`src/rtl/light_pkg.sv`:
```
// Shared constants for the light controller: clock rate, button channel map and
// debounce timing defaults.
package light_pkg;

  localparam int CLK_HZ = 100_000_000;

  // Button channel indices, as seen on the light FSM's i_button bus.
  localparam int BTN_UP   = 0;
  localparam int BTN_DOWN = 1;
  localparam int BTN_OFF  = 2;

  localparam int NUM_BTN_DEF = 3;

  // 1 ms of stable input before a level change is accepted.
  localparam int DEBOUNCE_CYCLES_DEF = CLK_HZ / 1000;

endpackage

```
`src/rtl/button_conditioner_debounce_ch.sv`:
```
// One button channel: 2-FF synchroniser, counter-based debounce filter and a
// registered one-cycle pulse on each accepted press.
module button_debounce_ch #(
  parameter int DEBOUNCE_CYCLES = 4
) (
  input  logic i_clk,
  input  logic i_reset,
  input  logic i_raw,
  output logic o_level,
  output logic o_pulse
);

  localparam int              CNT_W   = $clog2(DEBOUNCE_CYCLES);
  localparam logic [CNT_W-1:0] CNT_MAX = CNT_W'(DEBOUNCE_CYCLES - 1);

  logic             sync1_q, sync2_q;
  logic [CNT_W-1:0] cnt_q,   cnt_d;
  logic             level_q, level_d;
  logic             pulse_q, pulse_d;

  // NOTE: every output of this block gets a default first, so no path leaves
  // a variable unassigned and no latch can be inferred.
  always_comb begin
    cnt_d   = '0;
    level_d = level_q;
    pulse_d = 1'b0;
    if (sync2_q != level_q) begin
      if (cnt_q == CNT_MAX) begin
        level_d = sync2_q;
        pulse_d = sync2_q;   // press only; an accepted release stays silent
      end else begin
        cnt_d = cnt_q + 1'b1;
      end
    end
  end

  // NOTE: sequential state uses non-blocking assignments so every register
  // samples the pre-edge value of the others (sync1 -> sync2 shift relies on it).
  always_ff @(posedge i_clk) begin
    if (i_reset) begin
      sync1_q <= 1'b0;
      sync2_q <= 1'b0;
      cnt_q   <= '0;
      level_q <= 1'b0;
      pulse_q <= 1'b0;
    end else begin
      sync1_q <= i_raw;
      sync2_q <= sync1_q;
      cnt_q   <= cnt_d;
      level_q <= level_d;
      pulse_q <= pulse_d;
    end
  end

  assign o_level = level_q;
  assign o_pulse = pulse_q;

endmodule

```
`src/rtl/button_conditioner.sv`:
```
// Conditions raw push buttons into debounced levels and single-cycle press
// pulses for the light FSM; channels are fully independent.
module button_conditioner
  import light_pkg::*;
#(
  parameter int NUM_BTN         = NUM_BTN_DEF,
  parameter int DEBOUNCE_CYCLES = DEBOUNCE_CYCLES_DEF
) (
  input  logic               i_clk,
  input  logic               i_reset,
  input  logic [NUM_BTN-1:0] i_buttonRaw,
  output logic [NUM_BTN-1:0] o_buttonPulse,
  output logic [NUM_BTN-1:0] o_buttonLevel
);

  // Simultaneous pulses are passed through as-is; the FSM resolves priority.
  for (genvar g = 0; g < NUM_BTN; g++) begin : g_ch
    button_debounce_ch #(
      .DEBOUNCE_CYCLES(DEBOUNCE_CYCLES)
    ) u_ch (
      .i_clk   (i_clk),
      .i_reset (i_reset),
      .i_raw   (i_buttonRaw[g]),
      .o_level (o_buttonLevel[g]),
      .o_pulse (o_buttonPulse[g])
    );
  end

endmodule

```
`config.mk`:
```
export PLATFORM = sky130hd
export DESIGN_NAME = button_conditioner
export DESIGN_NICKNAME = d
export VERILOG_FILES = /design/src/rtl/light_pkg.sv /design/src/rtl/button_conditioner_debounce_ch.sv /design/src/rtl/button_conditioner.sv
export SDC_FILE = /design/constraint.sdc
export NUM_CORES = 1
export LEC_CHECK = 0
export BUFFER_PORTS_ARGS = -buffer_cell sky130_fd_sc_hd__buf_4
export CAP_MARGIN = 15
export CELL_PAD_IN_SITES_DETAIL_PLACEMENT = 2
export CELL_PAD_IN_SITES_GLOBAL_PLACEMENT = 2
export CORE_UTILIZATION = 30
export CTS_BUF_LIST = sky130_fd_sc_hd__clkbuf_8
export DETAILED_ROUTE_END_ITERATION = 8
export PLACE_DENSITY_LB_ADDON = 0.1
export SLEW_MARGIN = 20
export SYNTH_ARGS = -nofsm -noshare
export SYNTH_HDL_FRONTEND = slang
export SYNTH_HIERARCHICAL = 1
export SYNTH_SLANG_ARGS = --single-unit
export TNS_END_PERCENT = 30
```
`constraint.sdc`:
```
create_clock -name i_clk -period 1.9 [get_ports i_clk]
set_clock_uncertainty 0.2 [all_clocks]
set_input_delay 0.095 -clock i_clk [delete_from_list [all_inputs] [get_ports i_clk]]
set_output_delay 0.095 -clock i_clk [all_outputs]
set_load 0.02 [all_outputs]
```
# --- After elaboration in Yosys (flattened, before gate mapping) ---
# Cells that the tools add are included.
classes:
  bitwise_logic: 6
  n_eq_ne: 6
  n_reduce_logical: 9
  add_sub_neg: 3
op_table:
  columns: ["operator", "n"]
  rows:
  - ["$add A17 B1 Y17 const B", 3]
  - ["$eq A17 B17 Y1 const B", 3]
  - ["$reduce_or A3 Y1", 6]
  - ["$not A1 Y1", 6]
  - ["$reduce_and A2 Y1", 3]
  - ["$ne A1 B1 Y1", 3]
word_totals:
  in_bits: 5
  regBits: 63
  elab_cells: 39
  out_inout_bits: 6

# --- Logic depth before layout (Yosys ltp) ---
# Gate-level depths: netlist of the first run.
logic_depth:
  ltp_word: 3
  ltp_mapped: 7
  ltp_nobuf: 5

# --- Hierarchy ---
# Netlist of the first run, hierarchy kept.
modules_own_cells:
  columns: ["mod", "cells_each", "seq_area_each_um2", "n_inst", "area_each_um2"]
  rows:
  - ["button_debounce_ch", 101, 420.4, 3, 942.2]

# --- Least setup slack after synthesis of the first run ---
# Ideal clock, no wire load.
synth_path:
  path_kind: "reg-to-reg"
  from: "register g_ch[0].u_ch.cnt_q[0]"
  to: "register g_ch[0].u_ch.cnt_q[14]"
  n_path_buf: 2
  arrival_time_ps: 1646
  path_slack_ps: -61
  path_stages_with_launch: 8
  required_ps: 1585
  setup_ps: 115
  synth_period_minus_slack_ps: 1961
  cell_sequence: "dfxtp_1 ha_1 buf_6 nand2_4 or4_4 o21ai_4 buf_6 nor2_1"
synth_between:
  elab_chain_cells: 2
  elab_cells_between_ends: 3
  cone_classes: "1 x add/sub; 1 x eq/ne; 1 x reduce/logical"
synth_rtl:
  columns: ["item", "line", "text"]
  rows:
  - ["start: declaration", "button_conditioner_debounce_ch.sv:17", "logic [CNT_W-1:0] cnt_q, cnt_d;"]
  - ["start signal: assignment", "button_conditioner_debounce_ch.sv:49", "cnt_q <= cnt_d;"]
  - ["branches (longest 2 deep; another with $add A17 B1 Y17)", null, null]
# Several ways; the timed one is not identified.
# A chain may end at the register's enable or synchronous reset.

# --- Final worst setup path of the first run ---
layout_path:
  from: "register g_ch[0].u_ch.cnt_q[0]"
  to: "register g_ch[0].u_ch.cnt_q[8]"
# Same word-level chain as after synthesis.

==> results of run 1 <==
## area by class of cell
type | instances | area share (%)
repair buffers | 40 | 10.1
flip-flops and latches | 63 | 36.6
multi-input cells | 231 | 43.6
clock buffers | 9 | 3.57
clock inverters | 7 | 2.13
well taps | 111 | 4.00
## worst max path at each step
stage	slack [ps]	cells past startpoint	from	end
finish	50	6	g_ch[0].u_ch/cnt_q[0]	g_ch[0].u_ch/cnt_q[8]
CTS	20	6	g_ch[2].u_ch/cnt_q[1]	g_ch[2].u_ch/cnt_q[2]
floorplan	20	7	g_ch[0].u_ch/cnt_q[0]	g_ch[0].u_ch/cnt_q[14]
global placement	70	6	g_ch[2].u_ch/cnt_q[0]	g_ch[2].u_ch/cnt_q[0]
detailed placement	40	6	g_ch[2].u_ch/cnt_q[0]	g_ch[2].u_ch/cnt_q[2]
global route	-20	6	g_ch[0].u_ch/cnt_q[0]	g_ch[0].u_ch/cnt_q[8]
## synthesized netlist by cell type (6+ instances only)
library cell  count  share of area [%]
nand3_1          18                3.2
dfxtp_1          63                 45
nor4b_1           6                1.9
nand4_1          24                5.3
nor4_1           15                3.3
nor3_1            6                1.1
and3_1           15                3.3
xor2_1           24                7.4
xnor2_1          21                6.5
nand2_1          15                2.0
nor2b_1           6                1.3
nor2_1           48                6.4
buf_6             6                2.4
## layer usage
| layer | up-vias | wire, microns | share of wire (%) | global-route usage (%) |
|---|---|---|---|---|
| met3 | 9 | 140 | 1.9 | 2.62 |
| met1 | 1153 | 3620 | 49 | 21.0 |
| li1 | 1161 | - | - | - |
| met2 | 18 | 3480 | 47 | 28.2 |
| met4 | 0 | 117 | 1.6 | 7.13 |
| met5 | - | 0 | 0 | 0 |
## worst max-delay path: stages (launching register included)
cell and delay [ps]:
dfxtp_2 340, ha_2 200, nand2_4 60, or4_4 510
o21ai_4 210, buf_4 170, nor2_1 50
## registers in the layout, summed over array words and instances, names as in the netlist
name               flops
g_ch.u_ch/cnt_q       51
g_ch.u_ch/o_level      3
g_ch.u_ch/o_pulse      3
g_ch.u_ch/sync1_q      3
g_ch.u_ch/sync2_q      3
## per-stage QoR
| stage | utilization [%] | hold slack, ps | cell area [sq um] |
|---|---|---|---|
| CTS | 37.3 | 259 | 3430 |
| finish | 37.7 | 250 | 3470 |
| detailed placement | 34.4 | 114 | 3170 |
| global route | 37.7 | 271 | 3470 |
| global placement | 34.4 | 108 | 3170 |
| floorplan | - | -35.9 | 2830 |
## repair_timing
item / 4_1_cts / 5_1_grt
gates resized for setup: 0 / 7
hold buffers: 7 / 0
hold endpoints to repair: 12 / 0
setup endpoints to repair: 0 / 14
## where the power goes
part / switching [mW] / total (mW) / internal [mW]
Sequential: 0.00429 / 1.33 / 1.33
Combinational: 0.0276 / 0.0616 / 0.0340
Clock: 0.572 / 1.18 / 0.605
Total: 0.604 / 2.57 / 1.97
## kinds of logic (layout without fill, tap and decap cells)
kind of cell,Yosys count,in the layout
and+or+nand+nor,168,168
DFF,63,63
xor gates and xnor gates,45,45
AOI/OAI and AO/OA,15,15
buffers and inverters,9,56
adders and majority gates,3,3
## cells in the final DEF (no fill, tap or decap)
cell type	Yosys	routed
nand2_4	3	3
dfxtp_2	0	6
ha_4	0	1
clkinv_4	0	1
dfxtp_1	63	57
o21a_1	3	3
xnor2_1	21	21
o21ba_2	3	3
clkinvlp_4	0	4
nor3b_1	3	3
nand3_1	18	18
and3_2	3	3
a21oi_1	3	3
bufinv_16	0	1
nor4_2	0	1
clkinv_2	0	1
or4_4	3	3
buf_6	6	2
dlygate4sd3_1	0	7
ha_2	0	1
and3_1	15	15
o21ai_0	3	3
nor4b_1	6	5
nor2_1	48	48
nand2_1	15	15
buf_12	0	2
clkbuf_8	0	9
nor4b_2	0	1
buf_4	0	29
ha_1	3	1
o21ai_4	3	3
xor2_1	24	24
nor3_1	6	6
and4_1	3	3
nor2b_1	6	6
nor4_1	15	14
nand4_1	24	24
==> impl_metrics.yaml, run 1 <==
layout:
  final_cells: 461
  register_area_sq_um: 1270
  area_growth_pct: 22.8
  multi_input_area_sq_um: 1510
  fillCellCount: 1062
  drive_gt1_share_pct: 21.1
  nNetsFinal: 353
  n_antenna_cell: 0
route:
  detail-route-antenna-nets: 0
  wl_microns: 7360
  first_iter_violations: 26
  via_per_inst: 5.08
  drc_errors: 2
  drt_first_pass_iters: 6
  vias: 2341
  avgRoutedWirePerCell_microns: 16.0
die:
  fp-row-count: 35
  initial_core_util_pct: 30.7
  core_sq_um: 9200
  dieWidth_microns: 99.1
  io_pins: 11
  die_area_sq_um: 9810
  die_h_microns: 99.1
synth:
  synth_cells: 303
  synth_compound_area_share_pct: 4.65
  synth-simple-area-share_pct: 32.7
  synth_xor_area_share_pct: 13.9
  ys.flop_type: "dfxtp_1"
  netlist_area_sq_um: 2830
  synthAdderAreaFrac_pct: 1.33
  synth_top_family_by_area: "simple AND/OR/NAND/NOR gates"
  synth-edff-count: 0
  yosysWarnings: 6
  syn_nets: 311
  ys_ff_latch: 63
  synth-async-reset-ratio_pct: 0
  syn_area_per_cell_sq_um: 9.33
  synth_cell_type_count: 25
  yosysSeqAreaShare_pct: 44.6
  muxShareOfSynthArea_pct: 0
grt:
  grt_max_degree: 16
  overflow: 0
  antenna_found_initial: 0
  grt_pass1_vias: 2554
  grt_pass1_wl_microns: 12500
  grt.total_usage_pct: 16.6
timing:
  hold_viol_final: 0
  fin_crit_ps: 1850
  setup_violations: 0
  worstMarginPinSlew_ps: 420
  grt_setup_unrepaired: "yes"
  fin_crit_sh_pct: 97.5
  drv_slew: 0
  slew_headroom_pct: 71.8
  setup_tns_ps: 0
  fin_ws_ps: 47.9
  fmax_mhz: 540
setup_path:
  rr_endpoint: "g_ch[0].u_ch/cnt_q[8]"
  startpoint_type: "register"
  worstPathMaxFanout: 5
  r2r_cells: 6
  worst_ep_arrival_time_ps: 1880
  worst-r2r-setup-slack_ps: 50
  worstSetupPathType: "reg2reg"
  worstReg2RegStart: "g_ch[0].u_ch/cnt_q[0]"
  crit_path_end_kind: "register"
  required_ps: 1930
clock_network:
  cts_max_path_buffers: 2
  cts_inserted_buffers: 9
  insertion_delay_ps: 340
  cts_tree: "yes"
  cts_root_buf: "clkbuf_8"
  clk_pin_slew_worst_paths_ps: 80
  cts.sinks: 63
  post_cts_buffers: 0
  htree_levels: 3
outcome:
  status: "finished with violations"
  violations: "design-rule violations"
pwr:
  power_density_nw_per_um2: 741
  ir_worst_vdd_uv: 269
  p_leak_nw: 1.21
  power_mw: 2.57
placed_design:
  dp_slack_ps: 40.4
  gp_congestion: 0.731
  hpwl_microns: 5510
  io_buffers: 10
  place_inst: 438
hold_path:
  whs_path_depth: 1
  hold_path_class: "reg2reg"
  hp-start: "g_ch[2].u_ch/sync1_q"
  min_to: "g_ch[2].u_ch/sync2_q"
run:
  drv_cap: 0
(Power assumes the default switching activity.)
==> inputs of run 2 (changes only) <==
--- a/config.mk
+++ b/config.mk
@@ -9,13 +9,12 @@
 export CAP_MARGIN = 15
 export CELL_PAD_IN_SITES_DETAIL_PLACEMENT = 2
 export CELL_PAD_IN_SITES_GLOBAL_PLACEMENT = 2
-export CORE_UTILIZATION = 30
+export CORE_UTILIZATION = 36
 export CTS_BUF_LIST = sky130_fd_sc_hd__clkbuf_8
 export DETAILED_ROUTE_END_ITERATION = 8
 export PLACE_DENSITY_LB_ADDON = 0.1
 export SLEW_MARGIN = 20
 export SYNTH_ARGS = -nofsm -noshare
 export SYNTH_HDL_FRONTEND = slang
-export SYNTH_HIERARCHICAL = 1
 export SYNTH_SLANG_ARGS = --single-unit
 export TNS_END_PERCENT = 30
==> run 2 against run 1 <==
Effect of this change: the flow now finishes without violations; first-iteration DRC count increased by 69%; final area decreased by 6.3%; combinational power decreased by 24%; register-to-register slack got worse by 30 ps; clock power about the same; worst setup slack got worse by 26 ps; cell count decreased by 7.2%; wire length decreased by 8.2%; total power decreased by 1.5%; synthesized area decreased by 3.8%; non-clock buffer count decreased by 8; sequential cell count unchanged; critical endpoint is now g_ch[0].u_ch.cnt_q[10]; largest cell class unchanged.
==> impl_metrics.yaml, run 2 <==
layout:
  multi_input_area_sq_um: 1400
  final_cell_mix: "dfxtp_1, nor2_1, buf_4"
  n_antenna_cell: 0
  nNetsFinal: 332
  register_area_sq_um: 1260
  largest_reg_flops: 51
  drive_gt1_share_pct: 16.1
  fillCellCount: 825
  area_growth_pct: 19.6
  top_register: "g_ch.u_ch.cnt_q"
  final_cells: 428
  final_common_cell: "dfxtp_1"
setup_path:
  crit_path_end_kind: "register"
  startpoint_type: "register"
  worst-r2r-setup-slack_ps: 20
  worstSetupPathType: "reg2reg"
  crit_chain: "ha_2, nand4_1, or4_4, xor2_1, nor2_1"
  r2r_cells: 5
  rr_endpoint: "g_ch[0].u_ch.cnt_q[10]"
  crit_slowest_cell: "or4_4"
  worstPathMaxFanout: 5
  worstReg2RegStart: "g_ch[0].u_ch.cnt_q[0]"
  worst_ep_arrival_time_ps: 1920
  slowest_delay_ps: 560
  required_ps: 1940
synth:
  syn_nets: 303
  ys_top_cells_by_area: "dfxtp_1, xnor2_1, nor2_1, xor2_1, nand4_1"
  ys.flop_type: "dfxtp_1"
  syn_area_per_cell_sq_um: 9.22
  netlist_area_sq_um: 2720
  synth-async-reset-ratio_pct: 0
  synth_cell_type_count: 31
  yosysWarnings: 0
  ys_ff_latch: 63
  synth_common_cells: "dfxtp_1, nor2_1, xnor2_1, xor2_1, nand4_1"
  synth_top_cell_area_share_pct: 46.4
  yosysSeqAreaShare_pct: 46.4
  synth-edff-count: 0
  synth_most_common_cell: "dfxtp_1"
  synth_cells: 295
  post-synth-top-area-cell: "dfxtp_1"
grt:
  grt_max_degree: 17
  overflow: 0
  antenna_found_initial: 0
  grt_pass1_wl_microns: 10700
  grt_pass1_vias: 2233
  grt.total_usage_pct: 18.2
route:
  first_iter_violations: 44
  avgRoutedWirePerCell_microns: 15.8
  vias: 2182
  drc_errors: 0
  detail-route-antenna-nets: 0
  via_per_inst: 5.10
  wl_microns: 6760
  drt_first_pass_iters: 4
clock_network:
  cts_tree: "yes"
  cts_max_path_buffers: 2
  htree_levels: 3
  clk_pin_slew_worst_paths_ps: 80
  cts_root_buf: "clkbuf_8"
  cts_inserted_buffers: 9
  cts.sinks: 63
  insertion_delay_ps: 350
timing:
  fin_ws_ps: 22.3
  setup_violations: 0
  drv_slew: 0
  grt_setup_unrepaired: "yes"
  hold_viol_final: 0
  slew_headroom_pct: 72.7
  worstMarginPinSlew_ps: 405
  holdWs_ps: 239
  fmax_mhz: 533
  fin_crit_sh_pct: 98.8
  fin_crit_ps: 1880
  setup_tns_ps: 0
die:
  die_area_sq_um: 7900
  io_pins: 11
  die_h_microns: 88.9
  core_sq_um: 7290
  fp-row-count: 31
  dieWidth_microns: 88.9
  initial_core_util_pct: 37.3
placed_design:
  hpwl_microns: 4540
  place_inst: 403
  gp_congestion: 0.762
  io_buffers: 10
  dp_slack_ps: -56.9
run:
  drv_cap: 0
pwr:
  ir_worst_vdd_uv: 325
  p_leak_nw: 1.07
  power_density_nw_per_um2: 779
  power_mw: 2.53
hold_path:
  hp-start: "g_ch[0].u_ch.sync1_q"
  hold_path_class: "reg2reg"
  min_to: "g_ch[0].u_ch.sync2_q"
  whs_path_depth: 1
outcome:
  status: "finished, final reports clean"
## run 2: cells by family (layout without fill, tap and decap cells)
family | after synthesis | count (layout) | share of synthesized area (%)
AND/OR/NAND/NOR | 155 | 155 | 31.7
flip-flops | 63 | 63 | 46.4
XOR/XNOR | 44 | 44 | 14.2
buffers and inverters | 19 | 53 | 3.77
AO/OA/AOI/OAI | 8 | 8 | 1.47
adder cells (fa/ha/maj) | 3 | 3 | 1.38
multiplexers | 3 | 3 | 1.10
## run 2: cell type report
cell class | count | area share (%)
multi-input cells | 213 | 43.1
clock inverters | 7 | 2.00
well taps | 99 | 3.81
clock buffers | 9 | 3.81
repair buffers | 32 | 7.93
inverters | 5 | 0.577
flip-flops and latches | 63 | 38.8
## run 2: critical path: cells and delay by family, from the launching register on
family                   cells  cell delay (ps)
AND/OR/NAND/NOR              3              860
flip-flops                   1              360
adder cells (fa/ha/maj)      1              220
XOR/XNOR                     1              140
## run 2: power breakdown
| group | internal (mW) | total [mW] | switching, mW |
|---|---|---|---|
| sequential | 1.33 | 1.33 | 0.00474 |
| combinational | 0.0256 | 0.0468 | 0.0212 |
| clock | 0.596 | 1.15 | 0.558 |
## run 2: layer usage
| layer | vias to the layer above | GRT usage [%] | routed length [microns] |
|---|---|---|---|
| li1 | 1087 | - | - |
| met1 | 1067 | 21.6 | 3120 |
| met2 | 16 | 30.7 | 3380 |
| met3 | 12 | 4.16 | 121 |
| met4 | 0 | 9.68 | 144 |
| met5 | - | 0 | 0 |
## run 2: timing repair
item | in CTS | in global routing
setup endpoints to repair | 19 | 46
resized for setup | 5 | 5
hold buffers | 7 | 0
gates cloned | 0 | 0
buffers inserted | 0 | 2
endpoints found under the hold margin | 13 | 0
pin swaps | 2 | 3
## run 2: worst max path at each step
stage,slack [ps],startpoint,endpoint,depth (start not counted)
6_report,20,g_ch[0].u_ch.cnt_q[0],g_ch[0].u_ch.cnt_q[10],5
2_1_floorplan,160,g_ch[0].u_ch.cnt_q[0],g_ch[0].u_ch.cnt_q[10],5
3_3_place_gp,-50,g_ch[1].u_ch.cnt_q[0],g_ch[1].u_ch.o_pulse,4
3_5_place_dp,-60,g_ch[0].u_ch.cnt_q[9],g_ch[0].u_ch.cnt_q[11],5
5_1_grt,-50,g_ch[0].u_ch.cnt_q[0],g_ch[0].u_ch.cnt_q[10],5
4_1_cts,10,g_ch[0].u_ch.cnt_q[1],g_ch[0].u_ch.cnt_q[10],5
## run 2: through the flow
stage	utilization (%)	instance area, sq um
after floorplan	-	2720
after global placement	40.2	2930
after detailed placement	40.2	2930
after CTS	44.1	3210
after global routing	44.6	3250
final	44.6	3250
==> inputs of run 3 (changes only) <==
--- a/config.mk
+++ b/config.mk
@@ -9,6 +9,7 @@
 export CAP_MARGIN = 15
 export CELL_PAD_IN_SITES_DETAIL_PLACEMENT = 2
 export CELL_PAD_IN_SITES_GLOBAL_PLACEMENT = 2
+export CORE_ASPECT_RATIO = 0.75
 export CORE_UTILIZATION = 36
 export CTS_BUF_LIST = sky130_fd_sc_hd__clkbuf_8
 export DETAILED_ROUTE_END_ITERATION = 8
==> run 3 against run 2 <==
Effect of this change: die area is essentially flat; first-iteration DRC count increased by 11%; final area decreased by 0.27%; sequential power is essentially flat; cell count up 0.47%; critical path depth is the same; wire length fell by 2.6%; clock-buffer cell count up 2; global-route usage increased by 0.83 points; sequential cell count unchanged; sequential share of layout area is 0.10 points higher.
==> impl_metrics.yaml, run 3 (synthesized netlist as in run 2, its figures left out) <==
clock_network:
  clk_pin_slew_worst_paths_ps: 70
  cts_tree: "yes"
  cts_inserted_buffers: 9
  cts.sinks: 63
  cts_root_buf: "clkbuf_8"
  cts_max_path_buffers: 2
  htree_levels: 3
  insertion_delay_ps: 340
timing:
  drv_slew: 0
  setup_violations: 0
  slew_headroom_pct: 71.9
  hold_viol_final: 0
  setup_tns_ps: 0
  fmax_mhz: 552
  fin_crit_sh_pct: 95.3
  grt_setup_unrepaired: "no"
  fin_crit_ps: 1810
  worstMarginPinSlew_ps: 418
route:
  vias: 2181
  drt_first_pass_iters: 5
  detail-route-antenna-nets: 0
  via_per_inst: 5.07
  first_iter_violations: 49
  avgRoutedWirePerCell_microns: 15.3
  drc_errors: 0
  wl_microns: 6590
die:
  dieWidth_microns: 102
  fp-row-count: 27
  die_h_microns: 77.3
  initial_core_util_pct: 37.1
  die_area_sq_um: 7910
  core_sq_um: 7330
  io_pins: 11
grt:
  overflow: 0
  grt.total_usage_pct: 19.0
  grt_pass1_vias: 2327
  grt_pass1_wl_microns: 11500
  grt_max_degree: 17
  antenna_found_initial: 0
pwr:
  ir_worst_vdd_uv: 391
  power_density_nw_per_um2: 788
  p_leak_nw: 1.08
layout:
  final_common_cell: "dfxtp_1"
  n_antenna_cell: 0
  fin_util_pct: 44.2
  largest_reg_flops: 51
  area_growth_pct: 19.3
  final_cells: 430
  top_register: "g_ch.u_ch.cnt_q"
  final_cell_mix: "dfxtp_1, nor2_1, buf_4"
  nNetsFinal: 333
  drive_gt1_share_pct: 14.9
outcome:
  status: "finished, final reports clean"
placed_design:
  place_inst: 407
  hpwl_microns: 4590
  io_buffers: 10
  gp_congestion: 0.732
run:
  drv_cap: 0
setup_path:
  worstSetupPathType: "reg2reg"
  crit_path_end_kind: "register"
  worst_ep_arrival_time_ps: 1850
  startpoint_type: "register"
  required_ps: 1930
  worstPathMaxFanout: 5
hold_path:
  hold_path_class: "reg2reg"
==> run 3: cell count changes in the layout (fill, tap and decap cells not counted), sizes merged <==
cell and delta:
clkinv -3, buf +1, clkbuf +2
==> run 3: power breakdown <==
part           internal (mW)  switching, mW
Sequential              1.33        0.00488
Combinational         0.0265         0.0228
Clock                  0.663          0.511
Total                   2.02          0.539
==> run 3: path summary, 6_finish.rpt <==
path / startpoint / endpoint / slack (ps) / cells past startpoint
max: g_ch[0].u_ch.cnt_q[1] / g_ch[0].u_ch.cnt_q[10] / 90 / 5
min: g_ch[2].u_ch.cnt_q[0] / g_ch[2].u_ch.cnt_q[0] / 260 / 1
max reg2reg: g_ch[0].u_ch.cnt_q[1] / g_ch[0].u_ch.cnt_q[10] / 90 / 5
min reg2reg: g_ch[2].u_ch.cnt_q[0] / g_ch[2].u_ch.cnt_q[0] / 260 / 1
==> run 3: critical path: stages, from the launching register on <==
cell	delay (ps)
dfxtp_2	360
ha_2	210
nand4_1	200
or4_1	540
xor2_1	150
nor2_1	50
==> run 3: metal layers <==
| metal | share of wire [%] | vias up | wire length (microns) | global-route usage (%) |
|---|---|---|---|---|
| met3 | 2.1 | 12 | 137 | 4.47 |
| met5 | 0 | - | 0 | 0 |
| met2 | 44 | 18 | 2910 | 28.5 |
| li1 | - | 1085 | - | - |
| met1 | 52 | 1066 | 3430 | 26.2 |
| met4 | 1.6 | 0 | 107 | 7.29 |
==> run 3: through the flow <==
step / total power, mW / hold WS, ps / cell area, sq um / setup slack, ps
finish: 2.56 / 257 / 3240 / 88.8
floorplan: 1.38 / -33.4 / 2720 / 160
detailed placement: 1.40 / 114 / 2950 / 20.2
CTS: 2.60 / 265 / 3220 / 1.94
global placement: 1.40 / 115 / 2950 / 45.1
global route: 2.66 / 272 / 3240 / 3.41
==> run 3: cell type report <==
cell class | instances | area, sq um
clock buffer | 11 | 151
clock inverter | 4 | 46.3
fill | 801 | 4090
inverter | 5 | 18.8
multi-input combinational | 213 | 1370
sequential | 63 | 1260
tap | 101 | 126
timing repair buffer | 33 | 269
==> run 3: repair_timing <==
action / CTS / global route
buffers inserted: 0 / 1
setup endpoints to repair: 0 / 37
resized for setup: 0 / 7
endpoints found under the hold margin: 13 / 0
hold buffers: 7 / 0
